===== config.mk =====
export PLATFORM = sky130hd
export DESIGN_NAME = seq_bit_serializer
export DESIGN_NICKNAME = d
export VERILOG_FILES = /design/src/rtl/seq_bit_serializer.sv
export SDC_FILE = /design/constraint.sdc
export NUM_CORES = 1
export LEC_CHECK = 0
export CAP_MARGIN = 20
export CORE_MARGIN = 1
export CORE_UTILIZATION = 25
export CTS_CLUSTER_SIZE = 25
export DETAILED_ROUTE_END_ITERATION = 7
export GPL_TIMING_DRIVEN = 0
export PLACE_DENSITY = 0.54
export SLEW_MARGIN = 5
export SYNTH_ARGS = -nofsm -noshare
export SYNTH_HDL_FRONTEND = slang
export SYNTH_SLANG_ARGS = --single-unit

===== constraint.sdc =====
create_clock -name clk -period 1.5 [get_ports clk]
set_input_delay 0.3 -clock clk [delete_from_list [all_inputs] [get_ports clk]]
set_output_delay 0.3 -clock clk [all_outputs]
set_load 0.01 [all_outputs]

===== src/rtl/seq_bit_serializer.sv =====
// Parallel-to-serial front end for the 1101 detector: WIDTH-bit words in over valid/ready,
// one bit per clock out, with seamless back-to-back streaming and first/last bit markers.
module seq_bit_serializer #(
  parameter int unsigned WIDTH     = 8,
  parameter bit          MSB_FIRST = 1'b1,
  parameter bit          IDLE_BIT  = 1'b0
) (
  input  logic             clk,
  input  logic             rst,
  input  logic [WIDTH-1:0] din,
  input  logic             din_valid,
  output logic             din_ready,
  output logic             ser_out,
  output logic             ser_valid,
  output logic             ser_first,
  output logic             ser_last
);

  localparam int unsigned CW = $clog2(WIDTH);
  localparam logic [CW-1:0] LastCnt = CW'(WIDTH - 1);

  typedef enum logic {StIdle, StShift} state_e;

  state_e           state_q, state_d;
  logic [WIDTH-1:0] sh_q, sh_d;
  logic [CW-1:0]    cnt_q, cnt_d;
  logic             at_last;
  logic             accept;

  // Ready in the last-bit cycle lets the next word load with no bubble.
  always_comb begin
    at_last   = (state_q == StShift) && (cnt_q == LastCnt);
    din_ready = !rst && ((state_q == StIdle) || at_last);
    accept    = din_valid && din_ready;
  end

  always_comb begin
    state_d = state_q;
    sh_d    = sh_q;
    cnt_d   = cnt_q;
    unique case (state_q)
      StIdle: begin
        if (accept) begin
          sh_d    = din;
          cnt_d   = '0;
          state_d = StShift;
        end
      end
      StShift: begin
        if (!at_last) begin
          sh_d  = MSB_FIRST ? {sh_q[WIDTH-2:0], 1'b0} : {1'b0, sh_q[WIDTH-1:1]};
          cnt_d = cnt_q + CW'(1);
        end else if (accept) begin
          sh_d  = din;
          cnt_d = '0;
        end else begin
          cnt_d   = '0;
          state_d = StIdle;
        end
      end
    endcase
  end

  always_ff @(posedge clk) begin
    if (rst) begin
      state_q <= StIdle;
      sh_q    <= '0;
      cnt_q   <= '0;
    end else begin
      state_q <= state_d;
      sh_q    <= sh_d;
      cnt_q   <= cnt_d;
    end
  end

  always_comb begin
    ser_valid = (state_q == StShift);
    ser_out   = ser_valid ? (MSB_FIRST ? sh_q[WIDTH-1] : sh_q[0]) : IDLE_BIT;
    ser_first = ser_valid && (cnt_q == '0);
    ser_last  = ser_valid && (cnt_q == LastCnt);
  end

endmodule


# After elaboration in Yosys (flattened, before gate mapping)
# Index checks and enable logic that the tools add are counted.
# word_totals
output_inout_bits	5
mem_bits_rw	0
register_bits	12
memories	0
latchBits	0
wordCells	24
rom_bits	0
# op_classes
shifts	0
bitwise_logic	1
n_mux	10
n_eq_ne	2
reduce_logical	7
magnitude_cmp	0
multipliers	0
div	0
n_addsub	1
# ops
operator	n
two-way mux 8 bit	2
one-hot mux 8 bit (2 select lines)	1
two-way mux 3 bit	2
one-hot mux 3 bit (2 select lines)	1
logical AND 1 bit	4
adder 3 x 1 -> 3 bit (second input constant)	1
equality test 3 bit (second input constant)	1
zero test 3 bit	1
two-way mux 1 bit	3
!= test 2 bit (second input constant)	1
one-hot mux 1 bit (2 select lines)	1
zero test 1 bit	1
logical OR 1 bit	1
inverter 1 bit	1

# Depth between registers and ports, before layout
# Gate-level depths: netlist (run 1).
# logic_depth
depth_word	8
depth_mapped	5
ltp_nobuf	4

# Least setup slack after synthesis (run 1)
# Ideal clock, no wire load.
# synth_path
path_type	register to output
startpoint	register cnt_q[0]
endpoint	output port ser_last
path_buffers	1
required_ns	1.200
path_slack_ns	0.168
arrival_time_ns	1.032
path_stages_with_launch	5
cell_sequence	dfxtp_1 ha_1 ha_1 buf_2 and2_1
# synth_between
elab_chain_len	2
# synth_rtl
item	line	rtl
from (decl)	26	logic [CW-1:0] cnt_q, cnt_d;
from (signal assigned)	72	cnt_q <= cnt_d;
equality test 3 bit	80	ser_last = ser_valid && (cnt_q == LastCnt);
logical AND 1 bit	80	
to (decl)	16	output logic ser_last
# No other way between the ends.

# Worst setup path after layout (run 1)
# Ends and elaborated chain as after synthesis.

==> results.env, run 1 <==
STATUS='finished with violations'
VIOLATIONS='negative setup slack'
CTS.CLK_SLEW.WORST_PATHS_NS=0.07
FP.DIEW_UM=51.7
WORST_EP_ARRIVAL_TIME_NS=1.28
TIMING.FINAL.SETUP_VIOLATIONS=2
GRT_SETUP_UNREPAIRED='yes'
DP_HPWL_UM=916
MAX-VDD-IR-DROP_V=0.000554
LAYOUT-DRIVE-GT1-SHARE=0.306
SYNTH_TOP_CELLS_BY_AREA='sky130_fd_sc_hd__dfxtp_1, sky130_fd_sc_hd__mux2i_1, sky130_fd_sc_hd__a211oi_1'
GLOBAL_ROUTE.USAGE.TOTAL=0.128
FMAX_MHz=632
HTREE_NUM_LEVELS=1
YOSYSTOPAREACELLSHARE=0.389
DETAIL_ROUTE.VIAS_PER_CELL=4.60
SYN-INSTANCE-COUNT=63
GRT_START_MAX_NET_PINS=11
FIN_NETS=101
WIRE_PER_INST_UM=12.8
FLOW.AREA_GROWTH_FROM_SYNTHESIS_PCT=47.6
GRT_PASS1_WL_MM=2.44
FLOPS_LATCHES_SYNTH=12
SYNTH_CELL_TYPES=20
SYN_AVG_CELL_AREA_UM2=9.81
SYNTH-MAIN-FF-CELL='sky130_fd_sc_hd__dfxtp_1'
YOSYS.CELL_COUNT.TOP_TYPE='sky130_fd_sc_hd__dfxtp_1'
DR.PASS1.ITERS=4
IOPINCOUNT=16
NET_COUNT_OF_THE_MAPPED_NETLIST=77
TIMING.MAX_CAP.VIOLATIONS=0
START_KIND='register'
WORSTSETUPENDPOINTTYPE='output pin'
FINALHOLDVIOLCOUNT=0
POWER_DENSITY_nW_PER_UM2=757
DRV_SLEW=0
TIMING_WORST_SLEW_PIN_VALUE_NS=0.233
DRTANTENNAVIOLNETS=0
DR.FIRST_ITER.DRC_COUNT=17
FIN_CRIT_SH=1.05
PATH_CLASS='register to output pin'
CTS_ROOT_BUFFER='sky130_fd_sc_hd__clkbuf_4'
REQUIRED_NS=1.20
REMAINING_DRC_ERRORS=0
POST-ROUTE-WORST-SETUP-SLACK_NS=-0.0811
GP_CONGESTION=0.701
TRITONCTS_CLOCK_TREE='built'
LAYOUT_SKEW_NS=0.00490
ANTENNA_FOUND_INITIAL=0
FINAL.FILL_COUNT=238
INITIAL_UTILIZATION=0.272
DESIGN.CORE.AREA_UM2=2280
FINALPOWER_mW=0.690
SYNTH_SEQUENTIAL_AREA_RATIO=0.389
FIN_CRIT_NS=1.58
SYNTH_TOP_CELL_BY_AREA='sky130_fd_sc_hd__dfxtp_1'
DIE-HEIGHT_UM=51.7
FINALSETUPTNS_NS=-0.121
FLOORPLAN.DIE_AREA_UM2=2670
MAPPEDNETLISTAREA_UM2=618
IO_BUFFERS=15
WORST-PATH-MAX-FANOUT=3
VIA_COUNT=520
TRITONCTS_NUM_SINKS=12
GRT_PASS1_VIAS=525
TYPE_OF_THE_TIGHTEST_MIN_DELAY_CHECK='register to register'
MAX_SLEW_MARGIN=0.844
CTS-ROOT-TO-SINK-BUFFERS=2
YOSYS_WARNINGS=0
CTS_BUFFERS=3
CLKLATENCYLATEPIN_NS=0.27
SYNTH.CELLS.MOST_FREQUENT='sky130_fd_sc_hd__dfxtp_1, sky130_fd_sc_hd__mux2i_1, sky130_fd_sc_hd__a211oi_1, sky130_fd_sc_hd__nor3b_1, sky130_fd_sc_hd__or3b_1'
P_LEAK_nW=0.377
FINALWIRELENGTH_MM=1.44
EDFF_COUNT_SYNTH=0
GLOBALROUTE.TOTALOVERFLOW=0
DIODES=0
YS_ASYNC_SR_FRACTION=0
CORE.ROWCOUNT=17
[critical path, cell delays in order, from the launching register on]
cell                      delay [ns]
sky130_fd_sc_hd__dfxtp_2        0.34
sky130_fd_sc_hd__ha_4           0.16
sky130_fd_sc_hd__ha_4           0.17
sky130_fd_sc_hd__buf_6          0.11
sky130_fd_sc_hd__and2_4         0.12
sky130_fd_sc_hd__buf_6          0.11
[layout by cell type (no fill, tap or decap), drive strengths merged, types with 3 or more instances in the layout]
cell | netlist | routed
dfxtp | 12 | 12
buf | 4 | 12
clkdlybuf4s50 | 0 | 10
mux2i | 8 | 8
nor3b | 7 | 7
a211oi | 7 | 7
or3b | 4 | 4
a21oi | 4 | 4
clkbuf | 1 | 4
inv | 3 | 3
ha | 3 | 3
[per-layer routing]
metal	routed length, um	up-vias	share of wire	global-route usage
met1	707	236	0.49	0.155
met4	8	0	0.0056	0.0405
met2	659	11	0.46	0.203
met3	66	2	0.046	0.0526
met5	0	-	0	0
li1	-	271	-	-
[metrics by stage]
step	hold slack [ns]	setup WS (ns)	instances	cell area, um^2	utilization
after floorplan	0.373	0.168	63	618	-
after global placement	0.524	-0.686	106	803	0.353
after detailed placement	0.526	-0.689	106	803	0.353
after CTS	0.541	-0.0998	114	910	0.400
after global routing	0.578	-0.136	113	912	0.401
final	0.541	-0.0811	113	912	0.401
[power breakdown]
part / switching [mW] / internal, mW
registers: 0.0144 / 0.341
clock network: 0.102 / 0.0929
logic: 0.0588 / 0.0809
total: 0.175 / 0.515
[final timing paths]
check	to	slack [ns]	cells past startpoint	from
hold reg to reg	sh_q[0]$_SDFF_PP0_	0.54	2	sh_q[0]$_SDFF_PP0_
setup reg to reg	sh_q[2]$_SDFF_PP0_	0.12	6	cnt_q[0]$_SDFFE_PP0P_
hold / removal	sh_q[0]$_SDFF_PP0_	0.54	2	sh_q[0]$_SDFF_PP0_
setup / recovery	ser_last	-0.08	5	cnt_q[0]$_SDFFE_PP0P_
[logic make-up (layout without fill, tap and decap cells)]
family	after synthesis	count (layout)	synth area share
multiplexers	8	8	0.130
flip-flops	12	12	0.389
AO/OA/AOI/OAI	11	11	0.123
buffers and inverters	8	30	0.0648
AND/OR/NAND/NOR	21	21	0.233
adder cells (fa/ha/maj)	3	3	0.0607
[flip-flops by register name, indices dropped and copies added, names as in the netlist]
| register | count |
|---|---|
| sh_q | 8 |
| cnt_q | 3 |
| ser_valid | 1 |
[final cells by class]
class / count / area [um^2] / area share
Buffer: 4 / 45.0 / 0.0494
Inverter: 3 / 11.3 / 0.0123
Timing Repair Buffer: 20 / 176 / 0.193
Clock buffer: 3 / 22.5 / 0.0247
Multi-Input combinational cell: 43 / 375 / 0.412
Sequential cell: 12 / 246 / 0.270
Tap cell: 28 / 35.0 / 0.0384
[repair_timing]
action                                  in CTS  in global routing
pin swaps                                    2                  1
hold buffers                                 0                  0
cloned                                       0                  0
gates resized for setup                     31                  5
buffers inserted                             5                  0
endpoints found under the setup margin       5                 12
Note: power is estimated with default switching activity, not from simulation.
==> run 2: changes to the inputs <==
--- a/config.mk
+++ b/config.mk
@@ -5,6 +5,7 @@
 export SDC_FILE = /design/constraint.sdc
 export NUM_CORES = 1
 export LEC_CHECK = 0
+export ABC_AREA = 1
 export CAP_MARGIN = 20
 export CORE_MARGIN = 1
 export CORE_UTILIZATION = 25
==> run 2 against run 1 <==
The flow still finishes with violations (negative setup slack). Non-clock buffer count is 4 lower. Die area is 5.1% lower. Fmax is 2.3% higher. Combinational power hardly changed. First-iteration DRC count is 5.9% higher. Cell area is 6.4% lower. Via count is 8.3% higher. Core utilization is 1.5 points lower. Largest cell class unchanged. Highest routed layer unchanged.
==> results.env, run 2 <==
PATH_CLASS='register to output pin'
COUNT_OF_BUFFERING_CELLS_ON_THE_CRITICAL_PATH_WITH_INVERTERS_INCLUDED=1  # -1
LAYOUT-DRIVE-GT1-SHARE=0.278  # -0.0275
REMAINING_DRC_ERRORS=0  # unchanged
DRTANTENNAVIOLNETS=0  # unchanged
YS_ASYNC_SR_FRACTION=0  # unchanged
DRV_SLEW=0  # unchanged
GRT_PASS1_VIAS=560  # +6.7%
FLOPS_LATCHES_SYNTH=12  # unchanged
TRITONCTS_NUM_SINKS=12  # unchanged
PLACEMENT_STAGE_CELL_AREA_UM2=771  # -4.0%
FINISH.INSTANCE_AREA_UM2=853  # -6.4%
WORSTSETUPENDPOINTTYPE='output pin'
MOSTFREQUENTLAYOUTCELL='sky130_fd_sc_hd__nand2_1'
LARGEST_REGISTER_FFS=8  # unchanged
CTS_HOLD_REPAIR.BUFFERS=0  # unchanged
VIOLATIONS='negative setup slack'
WORST_EP_ARRIVAL_TIME_NS=1.25  # -0.03 ns
MAX-VDD-IR-DROP_V=0.000535  # -3.5%
FINALSETUPTNS_NS=-0.0462  # +0.0745 ns
FIN_CRIT_NS=1.55  # -0.0349 ns
FIN_CRIT_SH=1.03  # -0.0233
REQUIRED_NS=1.20  # about the same
GP_CONGESTION=0.731  # +4.3%
GLOBAL_ROUTE.USAGE.TOTAL=0.129  # +0.00150
DP_HPWL_UM=938  # +2.4%
SYNTH_TOP_CELLS_BY_AREA='sky130_fd_sc_hd__dfxtp_1, sky130_fd_sc_hd__a21oi_1, sky130_fd_sc_hd__nand2_1'
GRT_PASS1_WL_MM=2.44  # -0.29%
PLACE_INST=119  # +12%
CP_SLOWEST_STAGE_DELAY_NS=0.35  # about the same
DIODES=0  # unchanged
TIMING_WORST_SLEW_PIN_VALUE_NS=0.275  # +0.0417 ns
KIND_OF_CELL_ADDING_THE_MOST_DELAY_TO_THE_CRITICAL_PATH='flip-flops'
WORST-PATH-MAX-FANOUT=4  # +1
FMAX_MHz=647  # +2.3%
TRITONCTS_CLOCK_TREE='built'
SYNTH_CELL_TYPES=18  # -10%
DESIGN.CORE.AREA_UM2=2210  # -2.8%
POST-ROUTE-WORST-SETUP-SLACK_NS=-0.0462  # +0.0349 ns
IOPINCOUNT=16  # unchanged
TIMING.FINAL.SETUP_VIOLATIONS=1  # -1
CTS_BUFFERS=3  # unchanged
HOLD-WORST-SLACK_NS=0.463  # -0.0786 ns
SYNTH_TOP_CELL_BY_AREA='sky130_fd_sc_hd__dfxtp_1'
MAPPEDNETLISTAREA_UM2=586  # -5.3%
TYPE_OF_THE_TIGHTEST_MIN_DELAY_CHECK='register to register'
FP.DIEW_UM=50.4  # -2.6%
FINALCOREUTILIZATION=0.386  # -0.0150
INSTANCES_NO_FILL=125  # +11%
YOSYSTOPAREACELLSHARE=0.410  # +0.0216
DR.FIRST_ITER.DRC_COUNT=18  # +1
DETAIL_ROUTE.VIAS_PER_CELL=4.50  # -2.1%
TIMING.MAX_CAP.VIOLATIONS=0  # unchanged
FLOORPLAN.DIE_AREA_UM2=2540  # -5.1%
LAYOUT_COMMON_CELLS='sky130_fd_sc_hd__nand2_1, sky130_fd_sc_hd__clkdlybuf4s50_1, sky130_fd_sc_hd__a21oi_1, sky130_fd_sc_hd__dfxtp_1'
CELL_BY_CELL_TRACE_OF_THE_CRITICAL_PATH='ha_4 > ha_4 > nor2_4 > nor2_4 > buf_6'
EDFF_COUNT_SYNTH=0  # unchanged
LAYOUT_SKEW_NS=0.00479  # -0.000115 ns
FINALHOLDVIOLCOUNT=0  # unchanged
SYN-INSTANCE-COUNT=76  # +21%
CLKLATENCYLATEPIN_NS=0.28  # about the same
GRT_SETUP_UNREPAIRED='yes'
STATUS='finished with violations'
DIE-HEIGHT_UM=50.4  # -2.6%
FINALWIRELENGTH_MM=1.30  # -9.6%
GRT_START_MAX_NET_PINS=11  # unchanged
SYNTH-MAIN-FF-CELL='sky130_fd_sc_hd__dfxtp_1'
START_KIND='register'
POWER_DENSITY_nW_PER_UM2=894  # +18%
SYNTH.CELLS.MOST_FREQUENT='sky130_fd_sc_hd__dfxtp_1, sky130_fd_sc_hd__nand2_1, sky130_fd_sc_hd__a21oi_1'
NET_COUNT_OF_THE_MAPPED_NETLIST=90  # +17%
CTS-ROOT-TO-SINK-BUFFERS=2  # unchanged
FLOW.AREA_GROWTH_FROM_SYNTHESIS_PCT=45.7
GLOBALROUTE.TOTALOVERFLOW=0  # unchanged
ANTENNA_FOUND_INITIAL=0  # unchanged
VIA_COUNT=563  # +8.3%
SYNTH_SEQUENTIAL_AREA_RATIO=0.410  # +0.0216
FIN_NETS=112  # +11%
YOSYS_WARNINGS=0  # unchanged
CORE.ROWCOUNT=17  # unchanged
WIRE_PER_INST_UM=10.4  # -18%
TOP_REGISTER='sh_q'
CTS.CLK_SLEW.WORST_PATHS_NS=0.07  # about the same
DR.PASS1.ITERS=4  # unchanged
CRIT_SLOWEST_CELL='sky130_fd_sc_hd__dfxtp_2'
INITIAL_UTILIZATION=0.265  # -0.00687
CTS_ROOT_BUFFER='sky130_fd_sc_hd__clkbuf_4'
MAX_SLEW_MARGIN=0.816  # -0.0280
SYN_AVG_CELL_AREA_UM2=7.70  # -21%
P_LEAK_nW=0.368  # -2.2%
HTREE_NUM_LEVELS=1  # unchanged
IO_BUFFERS=15  # unchanged
-- run 2: changes by cell type after synthesis, sizes merged, moves of 7 or more --
| cell | delta |
|---|---|
| nor3b | -7 |
| a211oi | -7 |
| nand2 | +14 |
| mux2i | -8 |
| o21ai | +7 |
-- run 2: final cells by class --
type	count	area (um^2)
multi-input combinational	53	327
buffer	3	21.3
tap	28	35.0
timing repair buffer	17	158
sequential	12	246
inverter	8	30.0
clock buffer	4	36.3
fill	262	1360
-- run 2: per-layer routing --
metal,track usage,routed length [um],part of all wire
met1,0.158,603,0.46
met2,0.200,611,0.47
met5,0,0,0
met3,0.0485,67,0.051
met4,0.0556,20,0.015
-- run 2: through the flow --
| stage | total power [mW] | worst slack [ns] |
|---|---|---|
| 4_1_cts | 0.782 | -0.0661 |
| 2_1_floorplan | 0.437 | 0.222 |
| 5_1_grt | 0.810 | -0.0957 |
| 3_5_place_dp | 0.499 | -0.556 |
| 6_report | 0.762 | -0.0462 |
| 3_3_place_gp | 0.498 | -0.558 |
-- run 2: kinds of logic (layout without fill, tap and decap cells) --
logic type,after synthesis,count (layout),share of synthesized area
and+or+nand+nor,27,27,0.222
AOI/OAI and AO/OA,23,23,0.216
DFF,12,12,0.410
buffers and inverters,11,32,0.0876
adders and majority gates,3,3,0.0641
-- run 2: report_power, final --
| part | switching [mW] | leakage (nW) | internal (mW) |
|---|---|---|---|
| Combinational | 0.0686 | 0.247 | 0.0728 |
| Clock | 0.115 | 0.0210 | 0.148 |
| Sequential | 0.0154 | 0.100 | 0.343 |
| Total | 0.199 | 0.368 | 0.563 |
-- run 2: worst register-to-register path, stage by stage, from the launching register on --
cell	delay, ns
sky130_fd_sc_hd__dfxtp_2	0.37
sky130_fd_sc_hd__ha_4	0.15
sky130_fd_sc_hd__ha_4	0.14
sky130_fd_sc_hd__nor2_4	0.04
sky130_fd_sc_hd__buf_4	0.12
sky130_fd_sc_hd__buf_6	0.13
sky130_fd_sc_hd__a31oi_1	0.14
sky130_fd_sc_hd__a21oi_1	0.08
-- run 2: final timing paths --
check / from / to / slack [ns] / depth (start not counted)
setup / recovery: cnt_q[0]$_SDFFE_PP0P_ / din_ready / -0.05 / 5
hold / removal: sh_q[3]$_SDFF_PP0_ / sh_q[3]$_SDFF_PP0_ / 0.46 / 2
setup reg to reg: cnt_q[0]$_SDFFE_PP0P_ / sh_q[1]$_SDFF_PP0_ / 0.21 / 7
hold reg to reg: sh_q[3]$_SDFF_PP0_ / sh_q[3]$_SDFF_PP0_ / 0.46 / 2
-- run 2: what timing repair did --
action                                  4_1_cts  5_1_grt
pin swaps                                     1        0
endpoints found under the setup margin        5        3
gates resized for setup                      24        1
gates cloned                                  0        0
buffers inserted                              2        0
==> run 3: changes to the inputs <==
--- a/config.mk
+++ b/config.mk
@@ -7,12 +7,12 @@
 export LEC_CHECK = 0
 export ABC_AREA = 1
 export CAP_MARGIN = 20
-export CORE_MARGIN = 1
 export CORE_UTILIZATION = 25
 export CTS_CLUSTER_SIZE = 25
 export DETAILED_ROUTE_END_ITERATION = 7
 export GPL_TIMING_DRIVEN = 0
 export PLACE_DENSITY = 0.54
+export RECOVER_POWER = 25
 export SLEW_MARGIN = 5
 export SYNTH_ARGS = -nofsm -noshare
 export SYNTH_HDL_FRONTEND = slang
==> run 3 against run 2 <==
The run still ends with negative setup slack left. Core utilization shrank 0.40 points. Global-route usage is the same. Via count grew 0.89%. Setup slack gained 0.0012 ns. Combinational power shrank 3%. Cell area shrank 1.0%. Fmax is essentially flat. Clock skew grew 0.0015 ns. First-iteration DRC count shrank 17%. Sequential power is essentially flat. Register-to-register slack lost 0.11 ns.
==> results.env, run 3 (synthesized netlist as in run 2, its figures left out) <==
TRITONCTS_NUM_SINKS=12  # unchanged
FF2FF_PATH_DEPTH=7  # unchanged
VIA_COUNT=568  # +0.89%
GP_CONGESTION=0.731  # unchanged
WIRE_PER_INST_UM=10.4  # -0.38%
DETAIL_ROUTE.VIAS_PER_CELL=4.54  # +0.89%
FP.DIEW_UM=50.4  # unchanged
VIOLATIONS='negative setup slack'
PWR-SHARE-CLK=0.348  # +0.003
CTS_BUFFERS=3  # unchanged
P_LEAK_nW=0.367  # -0.50%
WIRELENGTH_MET1_UM=596  # -1.2%
WORST_EP_ARRIVAL_TIME_NS=1.24  # about the same
IOPINCOUNT=16  # unchanged
START_KIND='register'
POWER.SHARE.SEQUENTIAL=0.471  # +0.002
GLOBAL_ROUTE.USAGE.TOTAL=0.129  # unchanged
FINALHOLDVIOLCOUNT=0  # unchanged
INSTANCES_NO_FILL=125  # unchanged
CTS.CLK_SLEW.WORST_PATHS_NS=0.07  # about the same
FINALPOWER_mW=0.760  # -0.35%
FIN_CRIT_NS=1.54  # -0.00124 ns
FINAL.FILL_COUNT=263  # +0.38%
FINISH.INSTANCE_AREA_UM2=845  # -1.0%
TIMING_WORST_SLEW_PIN_VALUE_NS=0.275  # +0.0000703 ns
FINALSETUPTNS_NS=-0.0450  # +0.00124 ns
TIMING.MAX_CAP.VIOLATIONS=0  # unchanged
REQUIRED_NS=1.20  # about the same
TOP_REGISTER='sh_q'
FLOW.AREA_GROWTH_FROM_SYNTHESIS_PCT=44.2
PATH_CLASS='register to output pin'
FMAX_MHz=647  # about the same
HIGHEST_LAYER='met4'
HOLD-WORST-SLACK_NS=0.463  # +0.0000760 ns
WORSTSETUPENDPOINTTYPE='output pin'
ROUTED-WL-MET2_UM=613  # +0.33%
FINALWIRELENGTH_MM=1.30  # -0.38%
POWER_FRAC_COMB=0.181  # -0.005
GRT_PASS1_VIAS=560  # unchanged
MAX_SLEW_MARGIN=0.816  # about the same
CTS_HOLD_REPAIR.BUFFERS=0  # unchanged
LAYOUT_SKEW_NS=0.00631  # +0.00152 ns
DR.FIRST_ITER.DRC_COUNT=15  # -3
POWER.INTERNAL_mW=0.560  # -0.53%
REMAINING_DRC_ERRORS=0  # unchanged
GRT_PASS1_WL_MM=2.44  # unchanged
DIE-HEIGHT_UM=50.4  # unchanged
SWITCHING_PART_OF_THE_TOTAL=0.263  # +0.00128
POST-ROUTE-WORST-SETUP-SLACK_NS=-0.0450  # +0.00124 ns
GLOBALROUTE.TOTALOVERFLOW=0  # unchanged
CLKLATENCYLATEPIN_NS=0.28  # about the same
DP_HPWL_UM=938  # unchanged
CTS_ROOT_BUFFER='sky130_fd_sc_hd__clkbuf_4'
LARGEST_REGISTER_FFS=8  # unchanged
PLACE_INST=119  # unchanged
DRTANTENNAVIOLNETS=0  # unchanged
TRITONCTS_CLOCK_TREE='built'
TIMING.FINAL.SETUP_VIOLATIONS=1  # unchanged
INITIAL_UTILIZATION=0.265  # unchanged
HTREE_NUM_LEVELS=1  # unchanged
TIMING.HOLD.WORST_ENDPOINT='sh_q[3]$_SDFF_PP0_'
LAYOUT-DRIVE-GT1-SHARE=0.268  # -0.0103
DESIGN.CORE.AREA_UM2=2210  # unchanged
CP_SLOWEST_STAGE_DELAY_NS=0.35  # about the same
LAYOUT_COMMON_CELLS='sky130_fd_sc_hd__nand2_1, sky130_fd_sc_hd__clkdlybuf4s50_1, sky130_fd_sc_hd__a21oi_1, sky130_fd_sc_hd__dfxtp_1'
DETAILEDPLACE.WORSTSLACK_NS=-0.556  # unchanged
DRV_SLEW=0  # unchanged
MAX-VDD-IR-DROP_V=0.000535  # about the same
FLOORPLAN.DIE_AREA_UM2=2540  # unchanged
CTS-ROOT-TO-SINK-BUFFERS=2  # unchanged
WORST-PATH-MAX-FANOUT=4  # unchanged
IO_BUFFERS=15  # unchanged
DR_WL_MET3_UM=67  # unchanged
FIN_NETS=112  # unchanged
WORSTREG2REGSTART='cnt_q[0]$_SDFFE_PP0P_'
CRIT_SLOWEST_CELL='sky130_fd_sc_hd__dfxtp_2'
R2R_SETUP_SLACK_NS=0.10  # -0.11 ns
POWER_DENSITY_nW_PER_UM2=900  # +0.68%
ANTENNA_FOUND_INITIAL=0  # unchanged
HOLD_DEPTH=2  # unchanged
CORE.ROWCOUNT=17  # unchanged
TYPE_OF_THE_TIGHTEST_MIN_DELAY_CHECK='register to register'
STATUS='finished with violations'
CRIT-REG2REG-CAPTURE='sh_q[1]$_SDFF_PP0_'
MIN-DELAY-START='sh_q[3]$_SDFF_PP0_'
GRT_SETUP_UNREPAIRED='yes'
PLACEMENT_STAGE_CELL_AREA_UM2=771  # unchanged
NET-SWITCHING-POWER_mW=0.200  # +0.14%
DIODES=0  # unchanged
GRT_START_MAX_NET_PINS=11  # unchanged
CELL_BY_CELL_TRACE_OF_THE_CRITICAL_PATH='ha_4 > ha_4 > nor2_4 > nor2_4 > buf_6'
MOSTFREQUENTLAYOUTCELL='sky130_fd_sc_hd__nand2_1'
FIN_CRIT_SH=1.03  # about the same
FINALCOREUTILIZATION=0.382  # -0.00396
DR.PASS1.ITERS=4  # unchanged
[run 3: metal layers]
metal | GRT usage | up-vias
met3 | 0.0485 | 5
met1 | 0.158 | 254
met4 | 0.0556 | 0
met5 | 0 | -
met2 | 0.200 | 11
li1 | - | 298
[run 3: critical path, delay by kind of cell, from the launching register on]
family	cells	cell delay (ns)
AND/OR/NAND/NOR	2	0.17
flip-flops	1	0.35
adder cells (fa/ha/maj)	2	0.32
buffers and inverters	1	0.13
[run 3: worst max-delay path by stage]
stage,from,endpoint,depth (start not counted)
floorplan,cnt_q[0]$_SDFFE_PP0P_,din_ready,4
global placement,rst,din_ready,3
detailed placement,rst,din_ready,3
CTS,cnt_q[0]$_SDFFE_PP0P_,din_ready,5
global route,cnt_q[1]$_SDFFE_PP0P_,din_ready,5
finish,cnt_q[0]$_SDFFE_PP0P_,din_ready,5
[run 3: final cells by class]
| cell class | count | area (um^2) | area share |
|---|---|---|---|
| clock buffers | 4 | 36.3 | 0.0430 |
| plain buffers | 3 | 15.0 | 0.0178 |
| repair buffers | 17 | 158 | 0.187 |
| inverters | 8 | 30.0 | 0.0356 |
| well taps | 28 | 35.0 | 0.0415 |
| flip-flops and latches | 12 | 246 | 0.292 |
| multi-input cells | 53 | 324 | 0.384 |
[run 3: what timing repair did]
item	in CTS	in global routing
endpoints found under the setup margin	5	3
resized for setup	24	1
buffers inserted	2	0
pin swaps	1	0
[run 3: power groups by stage]
stage | clock (mW) | combinational [mW] | sequential, mW
floorplan | 0 | 0.0755 | 0.362
global placement | 0 | 0.133 | 0.364
detailed placement | 0 | 0.134 | 0.365
CTS | 0.280 | 0.143 | 0.358
global route | 0.289 | 0.156 | 0.362
finish | 0.264 | 0.137 | 0.358
==> RTL edit 1, RTL diff (config.mk and constraints of run 2) <==
Reset style: asynchronous (`rst`), changed in one clocked block.
--- a/src/rtl/seq_bit_serializer.sv
+++ b/src/rtl/seq_bit_serializer.sv
@@ -61,7 +61,7 @@
     endcase
   end
 
-  always_ff @(posedge clk) begin
+  always_ff @(posedge clk or posedge rst) begin
     if (rst) begin
       state_q <= StIdle;
       sh_q    <= '0;
Function: differs if rst is asserted again (counterexample within 4 cycles, from zero or initial values and one cycle with rst high); with rst held inactive, the same outputs for 10 cycles.
==> RTL edit 1 against run 2 <==
- the flow still finishes with violations (setup timing)
- clock skew is essentially flat
- synthesized cell count decreased by 1.3%
- utilization rose by 1.8 points
- count of clock-buffer cells in the layout fell by 1
- sequential share of layout area increased by 0.22 points
- sequential cell count is the same
- final area rose by 21%
- worst setup slack worse by 86 ps
- routed wire length up 24%
- synthesized area is 19% higher
- largest cell class unchanged
Power is not compared: it rests on default switching activity, and its combinational part moved more than twofold at a synthesized area within 25%.
==> RTL edit 1: results (changes against run 2) <==
Area share of buffers outside the clock network: 25.0% (was 21.0%). The count of buffers inserted at the top-level ports came out at 14 (was 15). The first-pass GRT wire length was 2.46 mm (was 2.44 mm); the sequential cell count of the final layout was 12 (unchanged). The logs give 22 (was 11) for the pin count of the biggest net entering global routing and 21 (was 24) for the post-cts gate resize count. The critical-path cell with the highest stage delay is dfrtp_1 (was dfxtp_2). The met2 layer usage reported by global route is 18.3% (was 20.0%).

The tightest slew margin relative to the limit is 77.0% (was 81.6%). The count of cells along the worst hold path was 4 (was 2); the met1 global-route usage was 15.7% (was 15.8%). The number of endpoints failing setup at the final stage was 3 (was 1); the share of post-route cells with drive strength above 1 was 35.0% (was 27.8%). The total met2 wirelength after detailed routing is 744 µm (was 611 µm).

The logs give 982 µm (was 938 µm) for the detailed-placement wirelength estimate and 2570 µm² (was 2210 µm²) for the core footprint. Area fraction in compound gates after synthesis: 14.0% (was 21.6%). The number of non-clock buffers was 27 (was 20). The class of the most critical hold timing path was input port to register (was register to register). The share of synthesized area spent on multiplexers came out at 0% (unchanged). The detail-routed net length per standard cell was 12.2 µm (was 10.4 µm); the register area share after synthesis was 43.0% (was 41.0%).

The routing usage on met3 was 5.00% (was 4.85%). Count of hold-fix buffers inserted at cts: 1 (was 0). The number of cells traversed by the worst register-to-register path came out at 8 (was 7). Global-route usage over all layers: 12.0% (was 12.9%). The run finished, with violations left. The number of setup buffers added after CTS came out at 7 (was 2).

The largest stage delay on the critical path works out to 400 ps (was 350 ps). Synth top area cells: dfrtp_1 43%, o211ai_2 13%, nand2_1 10%, nand3_1 6.5%, nand4_1 6.3% (was dfxtp_1 41%, a21oi_1 7.7%, nand2_1 7.7%, ha_1 6.4%, a31oi_1 5.3%). The cell area after placement came out at 876 µm² (was 771 µm²). The number of vias after detailed routing came out at 624 (was 563).

The clock skew after layout is 4.48 ps (was 4.79 ps). The post-synthesis share of cell area spent on full adders, half adders and majority gates is 5.38% (was 6.41%). The multi-input gate share of total cell area came out at 36.5% (was 38.3%). The layout net count is 119 (was 112). Violated checks: setup timing (unchanged). For the wire length on met3, the log shows 92 µm (was 67 µm). For the number of global-route vias before repair, the log shows 531 (was 560). The main flop type after synthesis is dfrtp_1 (was dfxtp_1).

The run gives 765 µm (was 603 µm) as the sum of routed wire segments on met1. The worst path setup slack after routing is -133 ps (was -46.2 ps). The number of signal-net inverters in the final layout works out to 8 (unchanged). Top cell types by occurrence after synthesis: 19 x nand2_1, 12 x dfrtp_1, 9 x nand3_1 (was 12 x dfxtp_1, 12 x nand2_1, 9 x a21oi_1).

The starting DRC count in detailed routing was 17 (was 18). The total power after layout was 1.75 mW; the share of flip-flops with an asynchronous set or reset was 100% (was 0%). The number of fill cells was 263 (was 262).

The count of distinct cell types in the synthesized netlist is 18 (unchanged). The fraction of area in clock buffers and inverters was 2.17% (was 4.25%); the routability-driven placement congestion ratio was 0.700 (was 0.731).
==> RTL edit 1: worst max-delay path, delay by kind of cell (launching register included) <==
| family | cells | cell delay (ps) |
|---|---|---|
| buffers and inverters | 1 | 110 |
| adders and majority gates | 2 | 360 |
| and+or+nand+nor | 2 | 180 |
| DFF | 1 | 400 |
==> RTL edit 1: per-stage QoR <==
step,setup TNS [ps],setup slack [ps],std cells
after global placement,-793,-486,119
after CTS,-247,-141,130
after global routing,-444,-200,133
final,-201,-133,133
after detailed placement,-800,-482,119
after floorplan,0,105,75
==> RTL edit 1: final timing paths <==
| path | startpoint | to | slack (ps) |
|---|---|---|---|
| setup / recovery | cnt_q[0] | din_ready | -130 |
| hold / removal | rst | sh_q[0] | 350 |
| setup reg to reg | cnt_q[0] | sh_q[5] | 70 |
| hold reg to reg | sh_q[0] | sh_q[1] | 500 |
| max in group asynchronous | rst | ser_valid | 680 |
| min in group asynchronous | rst | sh_q[7] | 600 |
==> RTL edit 2, RTL diff (flow settings as in run 2) <==
Made on the original files. `WIDTH`: 8 -> 16.
--- a/src/rtl/seq_bit_serializer.sv
+++ b/src/rtl/seq_bit_serializer.sv
@@ -1,7 +1,7 @@
 // Parallel-to-serial front end for the 1101 detector: WIDTH-bit words in over valid/ready,
 // one bit per clock out, with seamless back-to-back streaming and first/last bit markers.
 module seq_bit_serializer #(
-  parameter int unsigned WIDTH     = 8,
+  parameter int unsigned WIDTH     = 16,
   parameter bit          MSB_FIRST = 1'b1,
   parameter bit          IDLE_BIT  = 1'b0
 ) (
Interface: changed (resized din); port bits go from 16 to 24. The function was not compared with the original's and may differ.
==> RTL edit 2 against run 2 <==
- the flow still finishes with violations (setup timing)
- worst setup slack worse by 40 ps
- fmax is 2.5% lower
- routed wire length increased by 96%
- final area rose by 79%
- clock skew increased by 2.7 ps
- synthesized area increased by 83%
- total power grew 66%
- sequential cell count increased by 9
==> RTL edit 2: results (changes against run 2) <==
Detail-routed net length per standard cell: 11.2 µm (was 10.4 µm). Global-route usage over all layers: 12.2% (was 12.9%). Class of the most critical hold timing path: input port to register (was register to register). The capture point of the critical path is ser_first (was din_ready). The cell area after placement was 1340 µm² (was 771 µm²); the share of post-route cells with drive strength above 1 was 24.0% (was 27.8%). For the wire length on met3, the log shows 85 µm (was 67 µm). Worst ir drop on vdd: 0.000388 V (was 0.000535 V).

The number of flip-flops under the largest register name was 16 (was 8); the count of distinct cell types in the synthesized netlist was 21 (was 18). The number of endpoints failing setup at the final stage was 3 (was 1); the clock skew after layout was 7.47 ps (was 4.79 ps). The area fraction in compound gates after synthesis is 24.6% (was 21.6%). For the sum of routed wire segments on met1, the log shows 1.23 mm (was 603 µm). The routability-driven placement congestion ratio was 0.724 (was 0.731).

The run gives 43 (was 18) as the starting DRC count in detailed routing. The maximum fanout along the worst path was 3 (was 4); the total met2 wirelength after detailed routing was 1.23 mm (was 611 µm). The static leakage power came out at 0.686 nW (was 0.368 nW). The via-per-instance ratio was 4.52 (was 4.50); the worst hold slack after final layout was 321 ps (was 463 ps).

Violated checks: setup timing (unchanged). The count of buffers inserted at the top-level ports works out to 21 (was 15). The setup slack of the most critical reg-to-reg path is 20 ps (was 210 ps). The count of cells along the worst hold path came out at 2 (unchanged). The insertion delay to the later sink of the worst-skew pair was 260 ps (was 280 ps); the number of fill cells was 418 (was 262). The run finished, with violations left. For the post-synth net total, the log shows 163 (was 90). The post-layout instance count excluding filler cells was 229 (was 125); the layout net count was 201 (was 112). Endpoint of the worst register-to-register path: sh_q[11] (was sh_q[1]).

The routing usage on met3 came out at 2.20% (was 4.85%). The tools report the worst hold endpoint as sh_q[6] (was sh_q[3]). The logs give 142 (was 76) for the post-synthesis instance total and 4.17 mm (was 2.44 mm) for the first-pass GRT wire length. The run gives 15.9% (was 15.8%) as the met1 global-route usage. The post-synthesis share of cell area spent on full adders, half adders and majority gates is 2.34% (was 6.41%), and the number of setup buffers added after CTS is 7 (was 2). Synth top area cells: dfxtp_1 39%, a21oi_1 9.3%, nand2_1 8.8%, a211oi_1 7.7%, inv_1 6.3% (was dfxtp_1 41%, a21oi_1 7.7%, nand2_1 7.7%, ha_1 6.4%, a31oi_1 5.3%). The tools report the arrival time reported for the critical path endpoint as 1290 ps (was 1250 ps). The start point of the worst min-delay path is rst (was sh_q[3]). The run gives 213 (was 119) as the placed instance count. The detailed-placement wirelength estimate is 1.79 mm (was 938 µm), and the register area share after synthesis is 39.3% (was 41.0%). The tightest slew margin relative to the limit is 64.5% (was 81.6%), and the number of global-route vias before repair is 934 (was 560). The run gives -165 ps (was -46.2 ps) as the total negative slack for setup checks.

Top cell types by occurrence after synthesis: 25 x nand2_1, 21 x dfxtp_1, 20 x a21oi_1 (was 12 x dfxtp_1, 12 x nand2_1, 9 x a21oi_1). For the worst path setup slack after routing, the log shows -86.7 ps (was -46.2 ps).
RTL edit 2: changes by cell type after synthesis, moves of 3 or more:
cell	change
a31oi_1	-5
buf_2	+3
a21oi_1	+11
nand2_1	+13
dfxtp_1	+9
a32oi_1	+4
nand2_2	-3
inv_1	+12
nor2_1	+11
a211oi_1	+11
RTL edit 2: final cells by class:
type | count | area, µm² | area share (%)
clock inverters | 1 | 5.00 | 0.327
well taps | 50 | 62.6 | 4.08
clock buffers | 3 | 41.3 | 2.70
inverters | 19 | 76.3 | 4.98
plain buffers | 10 | 75.1 | 4.90
repair buffers | 33 | 298 | 19.4
flip-flops and latches | 21 | 425 | 27.8
multi-input cells | 92 | 548 | 35.8
RTL edit 2: report_power, final:
group | internal (mW) | switching [mW]
combinational | 0.145 | 0.132
clock | 0.185 | 0.183
sequential | 0.599 | 0.0239
RTL edit 2: worst max-delay path, cell delays in order (launching register included):
cell     delay (ps)
dfxtp_2         340
buf_4           140
inv_4            60
ha_4            120
nand2_2          50
nor3_2          160
buf_2           150
